**src/rtl/sync_fifo_wrapper_pkg.sv**
```systemverilog
// Shared defaults and elaboration helpers for the byte-stream FIFO.
package sync_fifo_wrapper_pkg;
  localparam int DEF_WIDTH = 8;
  localparam int DEF_DEPTH = 128;

  function automatic bit is_pow2(input int n);
    return (n >= 2) && ((n & (n - 1)) == 0);
  endfunction
endpackage

```
**src/rtl/sync_fifo_wrapper_fifo_ram.sv**
```systemverilog
// DEPTH x WIDTH storage: one synchronous write port, one asynchronous read port.
module fifo_ram #(
  parameter int WIDTH = 8,
  parameter int DEPTH = 128,
  parameter int AW    = $clog2(DEPTH)
) (
  input  logic             clk,
  input  logic             we,
  input  logic [AW-1:0]    waddr,
  input  logic [WIDTH-1:0] wdata,
  input  logic [AW-1:0]    raddr,
  output logic [WIDTH-1:0] rdata
);
  logic [WIDTH-1:0] mem [DEPTH];

  // Contents are intentionally not reset; count gates what is visible.
  always_ff @(posedge clk)
    if (we) mem[waddr] <= wdata;

  assign rdata = mem[raddr];
endmodule

```
**src/rtl/sync_fifo_wrapper.sv**
```systemverilog
// Single-clock first-word-fall-through FIFO with valid/ready on both sides.
module sync_fifo_wrapper
  import sync_fifo_wrapper_pkg::*;
#(
  parameter int WIDTH = DEF_WIDTH,
  parameter int DEPTH = DEF_DEPTH
) (
  input  logic             clk,
  input  logic             reset,
  input  logic [WIDTH-1:0] input_data,
  input  logic             input_valid,
  output logic             input_ready,
  output logic [WIDTH-1:0] output_data,
  output logic             output_valid,
  input  logic             output_ready
);
  localparam int AW = $clog2(DEPTH);
  localparam logic [AW:0] FULL = (AW+1)'(DEPTH);

  generate
    if (!is_pow2(DEPTH)) begin : g_bad_depth
      $error("sync_fifo_wrapper: DEPTH must be a power of two >= 2");
    end
  endgenerate

  logic [AW-1:0]    wr_ptr, rd_ptr;
  logic [AW:0]      count;
  logic [WIDTH-1:0] rdata;
  logic             push, pop;

  // Flags come only from registered count, never from same-cycle inputs.
  assign input_ready  = !reset && (count != FULL);
  assign output_valid = !reset && (count != '0);
  assign output_data  = output_valid ? rdata : '0;

  assign push = input_valid && input_ready;
  assign pop  = output_valid && output_ready;

  fifo_ram #(.WIDTH(WIDTH), .DEPTH(DEPTH), .AW(AW)) u_ram (
    .clk   (clk),
    .we    (push),
    .waddr (wr_ptr),
    .wdata (input_data),
    .raddr (rd_ptr),
    .rdata (rdata)
  );

  always_ff @(posedge clk) begin
    if (reset) begin
      wr_ptr <= '0;
      rd_ptr <= '0;
      count  <= '0;
    end else begin
      if (push) wr_ptr <= wr_ptr + AW'(1);
      if (pop)  rd_ptr <= rd_ptr + AW'(1);
      case ({push, pop})
        2'b10:   count <= count + (AW+1)'(1);
        2'b01:   count <= count - (AW+1)'(1);
        default: count <= count;
      endcase
    end
  end
endmodule

```
**config.mk**
```make
export PLATFORM = sky130hd
export DESIGN_NAME = sync_fifo_wrapper
export DESIGN_NICKNAME = d
export VERILOG_FILES = /design/src/rtl/sync_fifo_wrapper_pkg.sv /design/src/rtl/sync_fifo_wrapper_fifo_ram.sv /design/src/rtl/sync_fifo_wrapper.sv
export SDC_FILE = /design/constraint.sdc
export NUM_CORES = 1
export LEC_CHECK = 0
export BUFFER_PORTS_ARGS = -buffer_cell sky130_fd_sc_hd__buf_2
export CAP_MARGIN = 20
export CORE_ASPECT_RATIO = 0.8
export CORE_UTILIZATION = 60
export CTS_CLUSTER_SIZE = 14
export DETAILED_ROUTE_END_ITERATION = 8
export GPL_ROUTABILITY_DRIVEN = 0
export GPL_TIMING_DRIVEN = 0
export MAX_ROUTING_LAYER = met4
export PLACE_DENSITY = 0.79
export REMOVE_ABC_BUFFERS = 1
export SYNTH_ARGS = -nofsm -noshare
export SYNTH_HDL_FRONTEND = slang
export SYNTH_SLANG_ARGS = --single-unit
```
**constraint.sdc**
```tcl
create_clock -name clk -period 9.9 [get_ports clk]
set_input_delay 0.495 -clock clk [delete_from_list [all_inputs] [get_ports clk]]
set_output_delay 0.495 -clock clk [all_outputs]
set_load 0.02 [all_outputs]
```
=== Word-level counts from Yosys, hierarchy flattened ===
Memory sizes are Yosys's and may differ from the RTL's. A register that Yosys moved wholly into a read port is not among the register bits.
Cells that the tools add are included.

* Output and inout bits: 10
* Memories kept: 1
* Input bits: 12
* Flip-flop bits (word level): 22
* Memory bits (writable): 1024
* Word-level logic and storage cells: 24

{| class="wikitable"
|+ Memories
! name !! depth !! bits a word !! read ports !! clocked after Yosys merged registers in !! wr ports !! line !! text
|-
| u_ram.mem || 128 || 8 || 1 || 1 || 1 || sync_fifo_wrapper_fifo_ram.sv:14 || <nowiki>logic [WIDTH-1:0] mem [DEPTH];</nowiki>
|}

* Multiplexer cells: 6
* Reduce and logical (&&, ||, !) cells: 7
* $add $sub $neg: 4
* Equality and inequality tests: 3

{| class="wikitable"
|+ Operator list
! kind !! number
|-
| $pmux 8 s2 || 1
|-
| $add 7x1->7 const B || 2
|-
| $mux 7 || 2
|-
| $add 8x1->8 const B || 1
|-
| $mux 8 || 1
|-
| $ne 8x8->1 const B || 1
|-
| $reduce_bool 8->1 || 1
|-
| $sub 8x1->8 const B || 1
|-
| $logic_and 1x1->1 || 4
|-
| $eq 2x1->1 const B || 1
|-
| $eq 2x2->1 const B || 1
|-
| $mux 1 || 2
|-
| $reduce_bool 2->1 || 1
|-
| $logic_not 1->1 || 1
|}

=== Longest topological paths before layout ===
Gate-level depths: netlist of run 1.

* Word-level depth: 5
* Depth in mapped cells: 18
* Depth with buffers taken out: 13

=== Cells and area by module ===
Synthesis of run 1 repeated with hierarchy kept, for this count alone.

* Cell total of the unflattened synthesis: 1776
* Area, all modules: 40800.4 um2

{| class="wikitable"
|+ By module, submodules not included
! module !! times used !! seq. area each (um2) !! cells an instance !! area each (um2)
|-
| fifo_ram || 1 || 30749.5 || 1627 || 39505.4
|-
| sync_fifo_wrapper || 1 || 440.4 || 149 || 1295.0
|}

=== Worst setup path before layout of run 1 ===
No wires, ideal clock.

* Path type: register -> register
* Start point: reg count[3]
* End point: reg count[4]
* Data arrival time: 3.762 ns
* Path buffers: 5
* Cell stages (with the launch flop): 18
* Data required time: 9.779 ns
* Path slack: 6.017 ns
* Library setup time: 0.121 ns
* Clock period less this slack: 3.883 ns
* Cell sequence: dfxtp_1 buf_4 nor4_4 a31oi_1 and2_1 buf_2 inv_1 ha_1 clkbuf_1 clkbuf_1 clkbuf_1 xor2_1 ha_1 nand2_1 a21boi_1 or3_1 a21o_1 mux2_4

* Word-level cells in the longest chain between the ends: 5
* Elaborated cells on any way between the ends: 12
* Those cells by class: add/sub: 2; eq/ne: 3; mux: 1; reduce/logical: 6

{| class="wikitable"
|+ Ends and longest elaborated chain
! what !! line !! text
|-
| start, declared || sync_fifo_wrapper.sv:27 || <nowiki>logic [AW:0] count;</nowiki>
|-
| start signal, assigned || sync_fifo_wrapper.sv:57 || <nowiki>2'b10: count <= count + (AW+1)'(1);</nowiki>
|-
| start signal, assigned || sync_fifo_wrapper.sv:58 || <nowiki>2'b01: count <= count - (AW+1)'(1);</nowiki>
|-
| start signal, assigned || sync_fifo_wrapper.sv:59 || <nowiki>default: count <= count;</nowiki>
|-
| $ne 8x8->1 * || sync_fifo_wrapper.sv:32 || <nowiki>assign input_ready = !reset && (count != FULL);</nowiki>
|-
| $logic_and 1x1->1 * || sync_fifo_wrapper.sv:32 ||
|-
| named net input_ready || sync_fifo_wrapper.sv:12 || <nowiki>output logic input_ready,</nowiki>
|-
| $logic_and 1x1->1 * || sync_fifo_wrapper.sv:36 || <nowiki>assign push = input_valid && input_ready;</nowiki>
|-
| $eq 2x1->1 or $eq 2x2->1 (tied branches) || sync_fifo_wrapper.sv:56 || <nowiki>case ({push, pop})</nowiki>
|-
| $pmux 8 s2 or $reduce_bool 2->1 (tied branches) || n/a ||
|}

Mark *: on every way through the listed nets, which the timed path passes. The rest lies on a longest branch.
A chain may end at the register's enable or synchronous reset.

==> results of run 1 <==
## path summary, 6_finish.rpt
path	startpoint	to	slack [ns]	cells past startpoint
worst min-delay path	input_data[3]	u_ram.mem[16][3]$_DFFE_PP_	0.31	1
worst min register to register	rd_ptr[1]$_SDFFE_PP0P_	register	0.52	2
worst max register to register	count[3]$_SDFFE_PP0P_	count[6]$_SDFFE_PP0P_	5.85	13
worst max-delay path	register	output_data[0]	4.77	8
## kinds of logic after synthesis
group | Yosys count | synth area share (%)
AO/OA/AOI/OAI | 290 | 5.15
XOR/XNOR | 12 | 0.253
adder cells (fa/ha/maj) | 4 | 0.121
buffers and inverters | 144 | 1.91
flip-flops | 1053 | 75.5
multiplexers | 410 | 12.9
AND/OR/NAND/NOR | 340 | 4.07
## sequential cells by signal, summed over array words and instances (netlist names), named ones only
signal / cells
count: 8
rd_ptr: 7
u_ram.mem: 1024
wr_ptr: 7
## power groups by stage
stage               Combinational [W]  Sequential [W]  Clock (W)
floorplan                     0.00102         0.00517          0
global placement              0.00144         0.00524          0
detailed placement            0.00116         0.00507          0
CTS                           0.00117         0.00497    0.00365
global route                  0.00124         0.00498    0.00382
finish                        0.00118         0.00497    0.00364
## worst reg2reg max path, cell delays in order (launching register included)
cell	delay, ns
dfxtp_1	0.42
nor4_4	0.45
a31oi_1	0.24
and2_1	0.37
inv_1	0.16
ha_1	0.70
xor2_1	0.21
ha_1	0.21
or3_1	0.12
a21oi_1	0.09
and3_1	0.23
a311oi_1	0.38
mux2i_1	0.24
o211ai_1	0.10
## final cells by class
type / count / area (sq um)
clock inverter: 51 / 494
multi-input combinational: 1056 / 9390
clock buffer: 117 / 2570
inverter: 6 / 22.5
tap: 913 / 1140
sequential: 1053 / 31300
fill: 4157 / 22000
timing repair buffer: 58 / 928
## per-stage QoR
step	instance area (sq um)	total power [W]	hold WS, ns
3_5_place_dp	42800	0.00622	0.504
4_1_cts	45900	0.00979	0.284
5_1_grt	45900	0.0100	0.296
3_3_place_gp	41900	0.00668	0.489
2_1_floorplan	40700	0.00619	0.465
6_report	45900	0.00979	0.309
## per-layer routing
metal / track usage, % / vias up / wire (microns)
li1: - / 9186 / -
met1: 39.1 / 11300 / 37500
met2: 40.4 / 1233 / 42700
met3: 6.34 / 182 / 9630
met4: 6.59 / 0 / 2150
met5: - / - / 0
## cells in the mapped netlist (all sizes together), types with 8 or more instances
library cell  instances  share of area, %
edfxtp             1024                74
mux2i               289               7.0
nor2                164               1.5
mux4                 97               5.3
buf                  92               1.4
a22oi                65               1.2
o22ai                61              0.92
a221oi               48               1.0
clkbuf               46              0.42
nand2                38              0.34
a22o                 29              0.61
dfxtp                29               1.4
nand3                28              0.34
mux2                 24              0.66
nor3                 22              0.27
a21oi                20              0.24
o21ai                20              0.24
nor2b                19              0.29
or4                  14              0.25
a211o                 8              0.17
o2111ai               8              0.17
o31a                  8              0.17
or3                   8              0.12
xor2                  8              0.17
==> metrics, run 1 <==
internal power 0.00749 W; PwrDens 213 nW/um^2; Buf/Inv on CP 2; root buffer cell clkbuf_16; remaining antenna violation count after routing 0; # diodes 0; fin util 67.6%; drc violations 0; EDFF count, synth 1024; arrival time at the worst endpoint 4.63 ns; Final Max Slew Viols 0; Crit Path Class register to output pin; Avg Inst Size Synth 18.4 sq um; Die Height 237 microns; Nets 2288; cts hold-fix bufs 0; Required @ worst endpoint 9.41 ns; 1st-iter DRT viols 3052; PortBufs 21; setup ws final 4.77 ns; leakage 13.6 nW; switch share 23.5%; layout cell share with drive strength beyond 1 13.8%; CP endpoint kind output pin; part of the cycle the worst path needs 51.8%; GRT overflow 0; worst relative slew slack 25.5%; initial antenna violation count 1; Vias/cell 6.74; Async SR Flop Fraction 0%; sequential fraction of the synthesis area 75.5%; final setup fails 0; Final Hold Vio Count 0; Syn Inst Count 2253; first-pass GRT wire length 136000 microns; non-filler instance count after layout 3254; clock share of power 37.2%; crit-path leading delay family simple AND/OR/NAND/NOR gates; Period minus WS final 5.13 ns; Worst Hold Class input port to register; library cells used by synthesis 74; Net Sw Power 0.00230 W; Critical Path Fanout Max 40; fmax 195 MHz; H-tree depth 3; clk_lat worst skew 0.66 ns; vias in the first global route 21500; RSZ-0062 raised after global routing false; hpwl dp 54700 microns; most common cell after layout, fill and taps aside edfxtp_1; peak supply drop 125 uV; Resize count post-CTS 0; skew final 0.0238 ns; Reg clk slew, reported paths 0.06 ns; DP Worst Slack 5.54 ns; core area 67900 sq um; CP max stage delay 0.79 ns; status finished clean; Initial Util 61.1%; clock tree from TritonCTS done; CP Launch Type register; max-cap viol count 0; setup bufs post-CTS 0; most frequent cells in the layout edfxtp_1, mux2i_1, nor2_1; setup TNS 0 ns; Netlist Area Pre-Place 41500 sq um; Die Width 296 microns; Reg power frac 50.8%; pin count of the biggest net entering global routing 93; Yosys reg bits 1053; Worst path slowest cell dfxtp_4; Wirelength per Cell 28.3 microns; Post-Place Cells 3084; Area Growth Syn to Fin 10.7%; Total GRT Usage 27.3%; row count 85; clk sinks 1053; dominant synthesized flop cell edfxtp_1; CP Cell Sequence buf_16 > and2b_1 > and2_1 > a22oi_1 > nand3_1 > nor3_1 > o31a_1 > buf_2; via count 21900; total die area 70200 sq um; CTS buffer count 97; Comb power frac 12.0%; final wirelength 92000 microns; measured slew at the worst slew-check pin 1.12 ns; synth warn 0; drt pass-1 iters 7; CTS max path bufs 3; IO Pins 22
Power figures use the tool's default switching activity.
==> inputs of run 2 (changes only) <==
- CORE_UTILIZATION: 60 -> 57
- clock period: 9.9 -> 4.4 ns (I/O delays scaled with it)
==> metrics, run 2 (same netlist as run 1, synthesis figures left out) <==
status finished clean; 1st-iter DRT viols 2929 (-4.0%); root buffer cell clkbuf_16; Worst Hold Class input port to register; Die Height 243 microns (+2.6%); # diodes 0 (unchanged); Die Width 304 microns (+2.6%); Initial Util 57.6% (-3.5 points); first-pass GRT wire length 136000 microns (+0.12%); Largest regs u_ram.mem: 1024 flops, count: 8 flops; worst relative slew slack 39.6% (+14 points); CP Cell Sequence buf_16 > and2b_2 > and2_2 > a22oi_1 > nand3_1 > nor3_1 > o31a_1 > buf_2; Final Max Slew Viols 0 (unchanged); leakage 13.5 nW (-0.33%); drc violations 0 (unchanged); total die area 73800 sq um (+5.2%); CTS buffer count 95 (-2.1%); fin util 63.6% (-4.0 points); CTS max path bufs 3 (unchanged); core area 72000 sq um (+6.1%); Required @ worst endpoint 4.18 ns (-5.23 ns); skew final 0.0197 ns (-0.00408 ns); number of flip-flops in the largest register 1024 (unchanged); Buf/Inv on CP 2 (unchanged); PortBufs 21 (unchanged); part of the cycle the worst path needs 97.0%; Period minus WS final 4.27 ns; vias in the first global route 21300 (-0.82%); PwrDens 468 nW/um^2 (+120%); Most flops, register u_ram.mem; cts hold-fix bufs 0 (unchanged); Wirelength per Cell 28.0 microns (-0.83%); DP Worst Slack 0.0518 ns (-5.49 ns); Final Power 0.0214 W (+120%); row count 88 (+3.5%); CP Launch Type register; Critical Path Fanout Max 49 (+23%); max-cap viol count 0 (unchanged); final wirelength 92400 microns (+0.45%); pin count of the biggest net entering global routing 97 (+4.3%); Reg clk slew, reported paths 0.06 ns (about the same); GRT overflow 0 (unchanged); Vias/cell 6.61 (-1.9%); most common cell after layout, fill and taps aside edfxtp_1; Nets 2296 (+0.35%); crit-path leading delay family simple AND/OR/NAND/NOR gates; fmax 234 MHz; initial antenna violation count 4 (+3); measured slew at the worst slew-check pin 0.903 ns (-0.213 ns); peak supply drop 287 uV (+130%); arrival time at the worst endpoint 4.05 ns (-0.58 ns); clk sinks 1053 (unchanged); hpwl dp 55100 microns (+0.72%); drt pass-1 iters 6 (-1); IO Pins 22 (unchanged); via count 21800 (-0.58%); Crit Path Class register to output pin; most frequent cells in the layout edfxtp_1, mux2i_1, nor2_1; hold_sp input_data[5]; Area Growth Syn to Fin 10.5%; setup ws final 0.134 ns (-4.64 ns); layout cell share with drive strength beyond 1 14.0% (+0.11 points); CP max stage delay 0.57 ns (-0.22 ns); clk_lat worst skew 0.64 ns (-0.02 ns); H-tree depth 3 (unchanged); final setup fails 0 (unchanged); Total GRT Usage 25.8% (-1.5 points); clock tree from TritonCTS done; Final Hold Vio Count 0 (unchanged); remaining antenna violation count after routing 0 (unchanged); CP endpoint kind output pin; Worst path slowest cell dfxtp_4; Worst R2R Start count[3]$_SDFFE_PP0P_
-- run 2: cell count changes in the layout (fill, tap and decap cells not counted), sizes merged --
cell and change:
inv +1, buf +9, clkinvlp -4, bufinv -7
clkinv +11
-- run 2: path summary, 6_finish.rpt --
check                          endpoint  slack, ns  cells past startpoint
min reg2reg                    register       0.55                      2
min          u_ram.mem[10][5]$_DFFE_PP_       0.03                      1
max                      output_data[0]       0.13                      8
max reg2reg       count[4]$_SDFFE_PP0P_       0.43                     11
-- run 2: metal layers --
layer / track usage, % / up-vias / part of all wire [%]
met2: 37.7 / 1306 / 46
met1: 37.6 / 11100 / 40
li1: - / 9201 / -
met5: - / - / 0
met3: 5.81 / 148 / 11
met4: 5.60 / 0 / 2.0
-- run 2: where the power goes --
part | leakage, nW | internal, W | switching (W)
Combinational | 2.74 | 0.00118 | 0.00157
Sequential | 9.44 | 0.0110 | 0.0000954
Clock | 1.36 | 0.00412 | 0.00343
-- run 2: cell type report --
cell class / instances / area (sq um)
clock inverters: 52 / 275
repair buffers: 68 / 1060
inverters: 6 / 22.5
clock buffers: 116 / 2500
fillers: 4650 / 26200
well taps: 945 / 1180
multi-input cells: 1056 / 9430
flip-flops and latches: 1053 / 31300
-- run 2: what timing repair did --
action | 4_1_cts | 5_1_grt
setup buffers | 5 | 4
cloned | 0 | 1
setup endpoints to repair | 8 | 8
gates resized for setup | 9 | 6
-- run 2: per-stage QoR --
step | TNS [ns] | hold slack, ns | cell area (sq um) | std cells
final | 0 | 0.0347 | 45800 | 3296
after global routing | -0.00592 | 0.0301 | 45800 | 3296
after CTS | -0.0570 | 0.0170 | 45700 | 3289
after detailed placement | 0 | 0.519 | 42800 | 3116
after global placement | -130.70 | 0.500 | 42000 | 3081
after floorplan | -86.99 | 0.289 | 40700 | 2115
==> inputs of run 3 (changes only) <==
- BUFFER_PORTS_ARGS: -buffer_cell sky130_fd_sc_hd__buf_2 -> default
- DONT_BUFFER_PORTS: default -> 1
- PLACE_DENSITY: 0.79 -> 0.78
==> metrics, run 3 (same netlist as run 1, synthesis figures left out) <==
vias in the first global route 21500 (+1.0%); Total GRT Usage 26.5% (+0.73 points); Post-DP Area 42500 sq um (-0.86%); Reg power frac 50.2% (-1.7 points); H-tree depth 3 (unchanged); CP Launch Type register; skew final 0.0203 ns (+0.000603 ns); drt pass-1 iters 7 (+1); DP Worst Slack 0.00563 ns (-0.0462 ns); Post-Place Cells 3085 (-0.99%); core area 72000 sq um (unchanged); Worst R2R Start count[2]$_SDFFE_PP0P_; Nets 2274 (-0.96%); CP endpoint kind output pin; clock share of power 37.6% (+2.3 points); GRT overflow 0 (unchanged); worst relative slew slack 34.4% (-5.2 points); Largest regs u_ram.mem: 1024 flops, count: 8 flops; CTS buffer count 96 (+1.1%); Worst Hold Class input port to register; PwrDens 481 nW/um^2 (+2.9%); initial antenna violation count 4 (unchanged); layout cell share with drive strength beyond 1 15.0% (+1.0 points); total die area 73800 sq um (unchanged); Area Growth Syn to Fin 11.1%; remaining antenna violation count after routing 0 (unchanged); final setup fails 0 (unchanged); CP max stage delay 0.56 ns (about the same); via count 22000 (+0.85%); Period minus WS final 4.33 ns (+0.0615 ns); Reg clk slew, reported paths 0.06 ns (about the same); setup ws final 0.0722 ns (-0.0615 ns); Net Sw Power 0.00527 W (+3.3%); clk sinks 1053 (unchanged); Required @ worst endpoint 4.18 ns (about the same); IO Pins 22 (unchanged); number of flip-flops in the largest register 1024 (unchanged); internal power 0.0169 W (+3.5%); hpwl dp 53700 microns (-2.7%); Most flops, register u_ram.mem; area occupied by multi-input gates 9510 sq um (+0.78%); Critical Path Fanout Max 56 (+14%); final wirelength 95000 microns (+2.8%); CTS max path bufs 3 (unchanged); register area 31300 sq um (unchanged); 1st-iter DRT viols 3113 (+6.3%); arrival time at the worst endpoint 4.11 ns (+0.06 ns); fmax 231 MHz (-1.4%); Worst path slowest cell dfxtp_4; switch share 23.8% (-0.044 points); Vias/cell 6.70 (+1.3%); crit-path leading delay family compound AO/OA/AOI/OAI gates; Comb power frac 12.2% (-0.6 points); Initial Util 57.6% (unchanged); Crit Path Class register to output pin; Final Power 0.0222 W (+3.5%); most frequent cells in the layout edfxtp_1, mux2i_1, nor2_1; fillers 4596 (-1.2%); max-cap viol count 0 (unchanged); Reg2Reg Setup Slack 0.19 ns (-0.24 ns); Final Hold Vio Count 0 (unchanged); non-filler instance count after layout 3280 (-0.49%); fin util 64.0% (+0.38 points); design area 46100 sq um (+0.59%); clk_lat worst skew 0.67 ns (+0.03 ns); hold_sp input_data[6]; status finished clean; part of the cycle the worst path needs 98.4% (+1.4 points); Die Height 243 microns (unchanged); Wirelength per Cell 29.0 microns (+3.3%); peak supply drop 314 uV (+9.4%); drc violations 0 (unchanged); root buffer cell clkbuf_16; Buf/Inv on CP 3 (+1); Final Max Slew Viols 0 (unchanged); Crit path top cell by count buf_16; CP Cell Sequence buf_16 > buf_12 > buf_16 > mux2i_1 > a22o_1 > a221oi_1 > o22ai_1 > o21ai_2 > o31a_1; first-pass GRT wire length 139000 microns (+2.3%); most common cell after layout, fill and taps aside edfxtp_1; leakage 13.6 nW (+0.21%); pin count of the biggest net entering global routing 129 (+33%); clock tree from TritonCTS done; row count 88 (unchanged); Die Width 304 microns (unchanged); measured slew at the worst slew-check pin 0.980 ns (+0.0770 ns); PortBufs 0 (-100%)
run 3: through the flow:
step / setup TNS [ns] / hold WS [ns]
6_report: 0 / 0.0285
2_1_floorplan: -86.99 / 0.289
4_1_cts: 0 / 0.0380
5_1_grt: -0.602 / 0.0283
3_3_place_gp: -148.88 / 0.301
3_5_place_dp: 0 / 0.298
run 3: final timing paths:
check / end / cells after the start
worst max-delay path: output_data[1] / 9
worst min register to register: count[7]$_SDFFE_PP0P_ / 2
worst max register to register: u_ram.mem[43][7]$_DFFE_PP_ / 8
worst min-delay path: u_ram.mem[18][6]$_DFFE_PP_ / 1
run 3: repair_timing:
| action | in CTS | in global routing |
|---|---|---|
| setup endpoints to repair | 8 | 226 |
| hold endpoints to repair | 1053 | 0 |
| buffers inserted | 1 | 0 |
| pin swaps | 3 | 0 |
| gates cloned | 0 | 1 |
| resized for setup | 11 | 33 |
| hold buffers | 12 | 0 |
run 3: metal layers:
metal  share of wire (%)  global-route usage [%]  up-vias
met5                   0                       -        -
met3                  12                    6.51      180
met4                 2.5                    7.28        0
li1                    -                       -     9164
met1                  39                    37.6    11200
met2                  46                    38.7     1399
run 3: power by group through the flow:
| stage | Sequential, W | Combinational (W) | Clock [W] |
|---|---|---|---|
| 6_report | 0.0111 | 0.00271 | 0.00833 |
| 4_1_cts | 0.0111 | 0.00265 | 0.00835 |
| 5_1_grt | 0.0111 | 0.00286 | 0.00874 |
| 2_1_floorplan | 0.0116 | 0.00229 | 0 |
| 3_3_place_gp | 0.0117 | 0.00287 | 0 |
| 3_5_place_dp | 0.0114 | 0.00241 | 0 |
run 3: layout make-up:
cell class              count  area share [%]
inverters                   6          0.0489
clock buffers             120            5.57
flip-flops and latches   1053            68.0
multi-input cells        1056            20.6
clock inverters            53            1.19
well taps                 945            2.57
repair buffers             45            1.99
diodes                      2          0.0109
